`config.mk`:
```
export PLATFORM = sky130hd
export DESIGN_NAME = bitwise_op_csr
export DESIGN_NICKNAME = d
export VERILOG_FILES = /design/src/rtl/bitwise_op_csr.sv
export SDC_FILE = /design/constraint.sdc
export NUM_CORES = 1
export LEC_CHECK = 0
export ABC_CLOCK_PERIOD_IN_PS = 4600
export CORE_UTILIZATION = 45
export DETAILED_ROUTE_END_ITERATION = 8
export PLACE_DENSITY = 0.63
export SYNTH_ARGS = -nofsm -noshare
export SYNTH_HDL_FRONTEND = slang
export SYNTH_SLANG_ARGS = --single-unit
```
`constraint.sdc`:
```
create_clock -name CLK -period 4.6 [get_ports CLK]
set_input_delay 0.46 -clock CLK [delete_from_list [all_inputs] [get_ports CLK]]
set_output_delay 0.46 -clock CLK [all_outputs]
set_load 0.01 [all_outputs]
```
`src/rtl/bitwise_op_csr.sv`:
```
// Register-mapped two-operand bitwise engine: FIFOs A/B feed op(A,B) into FIFO Y.
// Optional sticky error flags at read address 5 via BITWISE_OP_ERR_FLAGS_EN.
module bitwise_op_csr #(
  parameter int WIDTH     = 8,
  parameter int IN_DEPTH  = 2,
  parameter int OUT_DEPTH = 2
) (
  input  logic             CLK,
  input  logic             RST_N,
  input  logic [2:0]       write_address,
  input  logic [WIDTH-1:0] write_data,
  input  logic             write_en,
  output logic             write_rdy,
  input  logic [2:0]       read_address,
  input  logic             read_en,
  output logic [WIDTH-1:0] read_data,
  output logic             read_rdy
);

  localparam int IAW = (IN_DEPTH > 1) ? $clog2(IN_DEPTH) : 1;
  localparam int OAW = (OUT_DEPTH > 1) ? $clog2(OUT_DEPTH) : 1;
  localparam int ICW = $clog2(IN_DEPTH + 1);
  localparam int OCW = $clog2(OUT_DEPTH + 1);

  logic [WIDTH-1:0] mem_a_q [IN_DEPTH];
  logic [WIDTH-1:0] mem_a_d [IN_DEPTH];
  logic [WIDTH-1:0] mem_b_q [IN_DEPTH];
  logic [WIDTH-1:0] mem_b_d [IN_DEPTH];
  logic [WIDTH-1:0] mem_y_q [OUT_DEPTH];
  logic [WIDTH-1:0] mem_y_d [OUT_DEPTH];

  logic [IAW-1:0] wp_a_q, wp_a_d, rp_a_q, rp_a_d;
  logic [IAW-1:0] wp_b_q, wp_b_d, rp_b_q, rp_b_d;
  logic [OAW-1:0] wp_y_q, wp_y_d, rp_y_q, rp_y_d;
  logic [ICW-1:0] cnt_a_q, cnt_a_d, cnt_b_q, cnt_b_d;
  logic [OCW-1:0] cnt_y_q, cnt_y_d;

  logic [1:0]       mode_q, mode_d;
  logic [WIDTH-1:0] rdata_q, rdata_d;
  logic             rdy_q;

  logic full_a, full_b, full_y;
  logic empty_a, empty_b, empty_y;
  logic wr_a, wr_b, push_a, push_b;
  logic rd_y, pop_y, fire;
  logic [WIDTH-1:0] head_a, head_b, head_y, res;
  logic [WIDTH-1:0] flag_rd;

  function automatic logic [IAW-1:0] inc_i(input logic [IAW-1:0] p);
    return (p == IAW'(IN_DEPTH - 1)) ? '0 : p + 1'b1;
  endfunction

  function automatic logic [OAW-1:0] inc_o(input logic [OAW-1:0] p);
    return (p == OAW'(OUT_DEPTH - 1)) ? '0 : p + 1'b1;
  endfunction

  assign full_a  = (cnt_a_q == ICW'(IN_DEPTH));
  assign full_b  = (cnt_b_q == ICW'(IN_DEPTH));
  assign full_y  = (cnt_y_q == OCW'(OUT_DEPTH));
  assign empty_a = (cnt_a_q == '0);
  assign empty_b = (cnt_b_q == '0);
  assign empty_y = (cnt_y_q == '0);

  assign wr_a   = write_en && (write_address == 3'd4);
  assign wr_b   = write_en && (write_address == 3'd5);
  assign push_a = wr_a && !full_a;
  assign push_b = wr_b && !full_b;
  assign rd_y   = read_en && (read_address == 3'd3);
  assign pop_y  = rd_y && !empty_y;
  // Start-of-cycle full check: a same-cycle pop of Y never frees room
  assign fire   = !empty_a && !empty_b && !full_y;

  assign head_a = mem_a_q[rp_a_q];
  assign head_b = mem_b_q[rp_b_q];
  assign head_y = mem_y_q[rp_y_q];

  always_comb begin
    res = '0;
    unique case (mode_q)
      2'd0: res = head_a | head_b;
      2'd1: res = head_a & head_b;
      2'd2: res = head_a ^ head_b;
      2'd3: res = ~(head_a & head_b);
    endcase
  end

  always_comb begin
    mem_a_d = mem_a_q;
    mem_b_d = mem_b_q;
    mem_y_d = mem_y_q;
    wp_a_d  = wp_a_q;
    rp_a_d  = rp_a_q;
    wp_b_d  = wp_b_q;
    rp_b_d  = rp_b_q;
    wp_y_d  = wp_y_q;
    rp_y_d  = rp_y_q;
    mode_d  = mode_q;
    if (push_a) begin
      mem_a_d[wp_a_q] = write_data;
      wp_a_d = inc_i(wp_a_q);
    end
    if (push_b) begin
      mem_b_d[wp_b_q] = write_data;
      wp_b_d = inc_i(wp_b_q);
    end
    if (fire) begin
      rp_a_d = inc_i(rp_a_q);
      rp_b_d = inc_i(rp_b_q);
      mem_y_d[wp_y_q] = res;
      wp_y_d = inc_o(wp_y_q);
    end
    if (pop_y) rp_y_d = inc_o(rp_y_q);
    if (write_en && write_address == 3'd6) mode_d = write_data[1:0];
    cnt_a_d = cnt_a_q + ICW'(push_a) - ICW'(fire);
    cnt_b_d = cnt_b_q + ICW'(push_b) - ICW'(fire);
    cnt_y_d = cnt_y_q + OCW'(fire) - OCW'(pop_y);
  end

  always_comb begin
    rdata_d = rdata_q;
    if (read_en) begin
      case (read_address)
        3'd0:    rdata_d = WIDTH'(!full_a);
        3'd1:    rdata_d = WIDTH'(!full_b);
        3'd2:    rdata_d = WIDTH'(!empty_y);
        3'd3:    rdata_d = empty_y ? '0 : head_y;
        3'd4:    rdata_d = WIDTH'(mode_q);
        3'd5:    rdata_d = flag_rd;
        default: rdata_d = '0;
      endcase
    end
  end

`ifdef BITWISE_OP_ERR_FLAGS_EN
  logic [2:0] flags_q, flags_d;

  // Clear-on-read first, so a same-cycle set event survives
  always_comb begin
    flags_d = flags_q;
    if (read_en && read_address == 3'd5) flags_d = '0;
    flags_d = flags_d | {rd_y && empty_y, wr_b && full_b, wr_a && full_a};
  end

  always_ff @(posedge CLK) begin
    if (!RST_N) flags_q <= '0;
    else        flags_q <= flags_d;
  end

  assign flag_rd = WIDTH'(flags_q);
`else
  assign flag_rd = '0;
`endif

  always_ff @(posedge CLK) begin
    if (!RST_N) begin
      mem_a_q <= '{default: '0};
      mem_b_q <= '{default: '0};
      mem_y_q <= '{default: '0};
      wp_a_q  <= '0;
      rp_a_q  <= '0;
      wp_b_q  <= '0;
      rp_b_q  <= '0;
      wp_y_q  <= '0;
      rp_y_q  <= '0;
      cnt_a_q <= '0;
      cnt_b_q <= '0;
      cnt_y_q <= '0;
      mode_q  <= '0;
      rdata_q <= '0;
      rdy_q   <= 1'b0;
    end else begin
      mem_a_q <= mem_a_d;
      mem_b_q <= mem_b_d;
      mem_y_q <= mem_y_d;
      wp_a_q  <= wp_a_d;
      rp_a_q  <= rp_a_d;
      wp_b_q  <= wp_b_d;
      rp_b_q  <= rp_b_d;
      wp_y_q  <= wp_y_d;
      rp_y_q  <= rp_y_d;
      cnt_a_q <= cnt_a_d;
      cnt_b_q <= cnt_b_d;
      cnt_y_q <= cnt_y_d;
      mode_q  <= mode_d;
      rdata_q <= rdata_d;
      rdy_q   <= 1'b1;
    end
  end

  assign read_data = rdata_q;
  assign write_rdy = rdy_q;
  assign read_rdy  = rdy_q;

endmodule

```
==> out/metrics.cfg, run 1 <==
[floorplan]
ios = 28
rows = 31
die_h_um = 90.5
initial_core_util = 0.476
fp.dieW_um = 90.5
core-area_sq_mm = 0.00741
dieArea_sq_mm = 0.00819

[global_route]
grt_pass1_vias = 2450
grt_pass1_wl_um = 11800
antenna_found_initial = 0
gr-total-overflow = 0
grt_use_total = 0.180
grt_max_degree = 62

[detailed_routing]
drtIter0Drc = 109
viasPerCell = 5.04
ant_nets = 0
wire_per_inst_um = 13.4
dr_total_vias = 2563
wirelength_um = 6800
dr.pass1.iters = 4
drc = 0

[synthesis]
synth_top_area_frac = 0.403
synth.avg_cell_area_sq_um = 9.06
synth-async-reset-ratio = 0
synthCells = 389
synth_area_leader_cell = dfxtp_1
synth_edf_count = 0
synth_ff_type = dfxtp_1
post_synth_main_area_contributors = dfxtp_1, mux2i_1, nand2_1
yosysUniqueCellTypes = 39
ys_warn_count = 0
syn_area_sq_mm = 0.00353
syn-num-nets = 427
ys_seq_area_frac = 0.403
synth-seq-cells = 71

[worst_setup_path]
required_ns = 4.84
cp-start-kind = input pin
crit_type = input pin to register
critPathArrivalTime_ns = 2.69
rr_worst_depth = 6
path_cells = clkdlybuf4s50_1, nand2_1, nor4_1, xnor2_1, ha_1, xor2_1, nand3_1, and3b_1
slowest_delay_ns = 0.68
crit_slowest_cell = clkdlybuf4s50_1
cp-end-kind = register
critPathMaxFanout = 11

[sta]
rsz0062_at_grt = no
max_slew.worst_pin.slew_ns = 1.03
finalSetupTns_ns = 0
fmax_ghz = 0.407
skew_ns = 0.00865
post-route-period-util = 0.534
post-route-min-period_ns = 2.46
slew_violations = 0
setup_violations = 0
finalHoldViolations = 0
relSlewSlack = 0.306

[job]
maxCapViolations = 0

[cts]
cts.clk_slew.worst_paths_ns = 0.08
ctsResizeCount = 0
cts.htree.levels = 3
cts_buffer_depth = 2
cts_hold_buf = 0
cts_setup_buffers = 0
cts_tree = done
clock-sinks = 71
ctsRootBufferMaster = clkbuf_8
clkLatencyLatePin_ns = 0.34
cts-buffers-inserted = 9

[placed_design]
place_hpwl_um = 4500
io_buffers = 27
gp_congestion = 0.716
post-place-cells = 493

[outcome]
status = finished, final reports clean

[layout]
fin_nets = 443
instances_no_fill = 509
fillCellCount = 681
layout_commonest_cell = nand2_1
post-route-util = 0.542
final_layout_size_suffix_gt1_frac = 0.0780
syn_to_final_growth_pct = 13.9
layout_common_cells = nand2_1, dfxtp_1, mux2i_1
num_antenna_cells = 0

[power]
p_seq_frac = 0.525
leakagePower_nw = 1.71
swShare = 0.235
p_sw_mw = 0.282
clkPwrFrac = 0.415
ir_drop_mv = 0.161
power.density_mw_per_mm2 = 298
p_comb_frac = 0.061
internal-power_mw = 0.917

[min_path]
hold_path_depth = 1
hold_path.class = input pin to register

[final timing paths]
path	startpoint	end	slack, ns
hold reg to reg	mem_b_q[10]$_SDFFE_PN0P_	mem_b_q[10]$_SDFFE_PN0P_	0.46
hold / removal	RST_N	read_rdy$_DFF_P_	0.43
setup / recovery	read_en	cnt_y_q[1]$_SDFF_PN0_	2.14
setup reg to reg	rp_b_q$_SDFFE_PN0P_	mem_y_q[7]$_SDFFE_PN0P_	2.39
[synthesized netlist by cell type, drive strengths merged, types with 3 or more instances]
cell type	count
a21boi	6
dfxtp	71
mux2	7
o22ai	15
a21oi	7
nand3	8
nand2	81
nor2	5
xor2	4
nor2b	7
o21a	3
clkbuf	18
buf	6
mux2i	51
ha	20
and2	10
o21ai	17
xnor2	13
inv	21
[routing by layer]
metal | wire length [um] | track usage
met5 | 0 | 0
met3 | 205 | 0.0261
met4 | 70 | 0.0685
met2 | 2980 | 0.273
met1 | 3540 | 0.257
[registers in the layout (all words and copies together), names as in the netlist]
register   count
cnt_a_q        2
cnt_b_q        2
cnt_y_q        2
mem_a_q       16
mem_b_q       16
mem_y_q       16
mode_q         2
read_data      8
read_rdy       1
rp_a_q         1
rp_b_q         1
rp_y_q         1
wp_a_q         1
wp_b_q         1
wp_y_q         1
[power by group through the flow]
| stage | registers, mW | clock network, mW | logic [mW] |
|---|---|---|---|
| after global placement | 0.643 | 0 | 0.0718 |
| after CTS | 0.629 | 0.511 | 0.0737 |
| after detailed placement | 0.643 | 0 | 0.0733 |
| after floorplan | 0.640 | 0 | 0.0475 |
| after global routing | 0.630 | 0.537 | 0.0828 |
| final | 0.629 | 0.497 | 0.0727 |
[cell type report]
class / instances / area (sq um) / share of cell area
Sequential cell: 71 / 1420 / 0.354
Inverter: 21 / 78.8 / 0.0196
Clock buffer: 10 / 138 / 0.0343
Multi-Input combinational cell: 273 / 1910 / 0.477
Clock inverter: 6 / 60.1 / 0.0150
Timing Repair Buffer: 29 / 280 / 0.0698
Tap cell: 99 / 124 / 0.0308
[logic make-up after synthesis]
| group | after synthesis | share of synthesized area |
|---|---|---|
| adders and majority gates | 20 | 0.0710 |
| and+or+nand+nor | 125 | 0.171 |
| AOI/OAI and AO/OA | 53 | 0.0916 |
| muxes | 58 | 0.167 |
| buffers and inverters | 45 | 0.0539 |
| xor gates and xnor gates | 17 | 0.0422 |
| DFF | 71 | 0.403 |
[metrics by stage]
step                      total power, mW  setup WS [ns]  instance area (sq um)  hold WS [ns]
final                                1.20           2.14                   4020         0.430
after global routing                 1.25           1.93                   4020         0.443
after CTS                            1.21           2.16                   4020         0.431
after detailed placement            0.716           1.80                   3820         0.450
after global placement              0.715           1.90                   3820         0.445
after floorplan                     0.687           2.51                   3530         0.434
[worst max-delay path: cells and delay by family]
kind	cells	cell delay (ns)
buffers and inverters	1	0.68
AND/OR/NAND/NOR	4	0.98
XOR/XNOR	2	0.38
adder cells (fa/ha/maj)	1	0.19
Power figures use the tool's default switching activity.
==> run 2, diff against run 1 <==
- ABC_CLOCK_PERIOD_IN_PS: 4600 -> 2180
- PLACE_DENSITY: 0.63 -> 0.66
- clock period: 4.6 -> 2.18 ns (I/O delays scaled with it)
==> run 2 against run 1 <==
Final cell count increased by 3.3%. Clock skew increased by 0.00086 ns. Largest cell class unchanged. Hold slack got worse by 0.14 ns. Die area unchanged. Critical endpoint is now cnt_b_q[1]$_SDFF_PN0_. Routed wire length increased by 0.24%. Via count increased by 4.8%. Setup slack got worse by 1.9 ns. Final area increased by 4.6%.
==> out/metrics.cfg, run 2 (synthesis gave the netlist of run 1 again) <==
[detailed_routing]
viasPerCell = 5.10  ; +1.4%
wirelength_um = 6810  ; +0.24%
drc = 0  ; unchanged
wire_per_inst_um = 13.0  ; -3.0%
drtIter0Drc = 96  ; -12%
dr.pass1.iters = 4  ; unchanged
ant_nets = 0  ; unchanged
dr_total_vias = 2685  ; +4.8%

[power]
power_mw = 2.41  ; +100%
p_seq_frac = 0.550  ; +0.025
swShare = 0.227  ; -0.00803
leakagePower_nw = 1.81  ; +6.1%
clkPwrFrac = 0.375  ; -0.040
ir_drop_mv = 0.414  ; +160%
power.density_mw_per_mm2 = 573  ; +92%
p_sw_mw = 0.546  ; +94%
p_comb_frac = 0.075  ; +0.014
internal-power_mw = 1.86  ; +100%

[worst_setup_path]
critPathLaunch = cnt_b_q[1]$_SDFF_PN0_
required_ns = 2.42  ; -2.42 ns
crit_path_end = cnt_b_q[1]$_SDFF_PN0_
cp-end-kind = register
reg2reg_slack_ns = 0.20  ; -2.19 ns
cp-start-kind = register
crit_type = register to register
critPathMaxFanout = 3  ; -8
critPathArrivalTime_ns = 2.22  ; -0.47 ns
rr_worst_depth = 8  ; +2
r2r-start = cnt_b_q[1]$_SDFF_PN0_
reg2reg_to = cnt_b_q[1]$_SDFF_PN0_

[global_route]
grt_pass1_wl_um = 11500  ; -3.1%
grt_max_degree = 40  ; -35%
gr-total-overflow = 0  ; unchanged
grt_pass1_vias = 2450  ; unchanged
grt_use_total = 0.176  ; -0.00381
antenna_found_initial = 0  ; unchanged

[floorplan]
dieArea_sq_mm = 0.00819  ; unchanged
core-area_sq_mm = 0.00741  ; unchanged
ios = 28  ; unchanged
fp.dieW_um = 90.5  ; unchanged
rows = 31  ; unchanged
initial_core_util = 0.476  ; unchanged
die_h_um = 90.5  ; unchanged

[cts]
clkLatencyLatePin_ns = 0.34  ; about the same
cts.htree.levels = 3  ; unchanged
ctsResizeCount = 0  ; unchanged
cts.clk_slew.worst_paths_ns = 0.07  ; about the same
cts_buffer_depth = 2  ; unchanged
cts_setup_buffers = 0  ; unchanged
cts_hold_buf = 0  ; unchanged
ctsRootBufferMaster = clkbuf_8
clock-sinks = 71  ; unchanged
cts_tree = done
cts-buffers-inserted = 9  ; unchanged

[sta]
slew_violations = 0  ; unchanged
fmax_ghz = 0.505
post-route-min-period_ns = 1.98
setup_violations = 0  ; unchanged
rsz0062_at_grt = no
post-route-period-util = 0.909
max_slew.worst_pin.slew_ns = 0.613  ; -0.413 ns
finalHoldViolations = 0  ; unchanged
skew_ns = 0.00951  ; +0.000860 ns
relSlewSlack = 0.590  ; +0.284

[layout]
num_antenna_cells = 0  ; unchanged
syn_to_final_growth_pct = 19.1
top_regs = mem_a_q (16), mem_b_q (16), mem_y_q (16)
layout_commonest_cell = nand2_1
final_layout_size_suffix_gt1_frac = 0.110  ; +0.0320
layout_common_cells = nand2_1, dfxtp_1, mux2i_1
post-route-util = 0.567  ; +0.0248
fin_nets = 462  ; +4.3%

[placed_design]
io_buffers = 27  ; unchanged
gp_congestion = 0.732  ; +2.2%
place_hpwl_um = 4850  ; +7.8%

[job]
maxCapViolations = 0  ; unchanged

[outcome]
status = finished, final reports clean

[min_path]
hold_path.class = input pin to register

-- run 2: cell count changes in the layout (fill, tap and decap cells not counted), sizes merged --
cell / change
buf: +19
clkinvlp: -2
clkbuf: +3
clkinv: -2
bufinv: -1
-- run 2: final cells by class --
cell class	instances	area (sq um)
Clock buffer	13	159
Clock inverter	1	5.00
Fill cell	689	3210
Inverter	21	78.8
Multi-Input combinational cell	273	1910
Sequential cell	71	1420
Tap cell	99	124
Timing Repair Buffer	48	498
-- run 2: critical path: stages, from the launching register on --
cell     delay, ns
dfxtp_1       0.34
nor2b_4       0.14
or4b_4        0.51
ha_1          0.29
inv_1         0.04
ha_1          0.17
xnor2_1       0.13
xnor2_1       0.12
and2_1        0.14
-- run 2: stage by stage --
step / instance area, sq um / TNS (ns) / std cells / hold WS [ns] / worst slack, ns
2_1_floorplan: 3530 / 0 / 389 / 0.246 / 0.111
3_3_place_gp: 4040 / -0.0629 / 512 / 0.443 / -0.0629
3_5_place_dp: 4040 / -0.0909 / 512 / 0.447 / -0.0908
4_1_cts: 4200 / 0 / 526 / 0.280 / 0.188
5_1_grt: 4200 / 0 / 526 / 0.306 / 0.0895
6_report: 4200 / 0 / 526 / 0.292 / 0.199
-- run 2: power by group through the flow --
stage	logic [mW]	registers, mW	clock network, mW
6_report	0.181	1.32	0.904
5_1_grt	0.200	1.32	0.986
4_1_cts	0.182	1.32	0.931
3_5_place_dp	0.181	1.35	0
3_3_place_gp	0.177	1.35	0
2_1_floorplan	0.100	1.35	0
-- run 2: how the worst min path moves through the flow --
stage                                  start                   endpoint  slack [ns]  cells past startpoint
floorplan                              RST_N           read_rdy$_DFF_P_        0.25                      0
global placement    mem_a_q[12]$_SDFFE_PN0P_   mem_a_q[12]$_SDFFE_PN0P_        0.44                      2
detailed placement  mem_b_q[10]$_SDFFE_PN0P_   mem_b_q[10]$_SDFFE_PN0P_        0.45                      2
CTS                                    RST_N  read_data[7]$_SDFFE_PN0P_        0.28                      2
global route                           RST_N  read_data[7]$_SDFFE_PN0P_        0.31                      2
finish                                 RST_N  read_data[7]$_SDFFE_PN0P_        0.29                      2
-- run 2: layer usage --
layer | vias up | track usage | routed length, um
li1 | 1381 | - | -
met1 | 1258 | 0.220 | 3240
met2 | 40 | 0.296 | 3280
met3 | 6 | 0.0530 | 222
met4 | 0 | 0.0444 | 65
met5 | - | 0 | 0
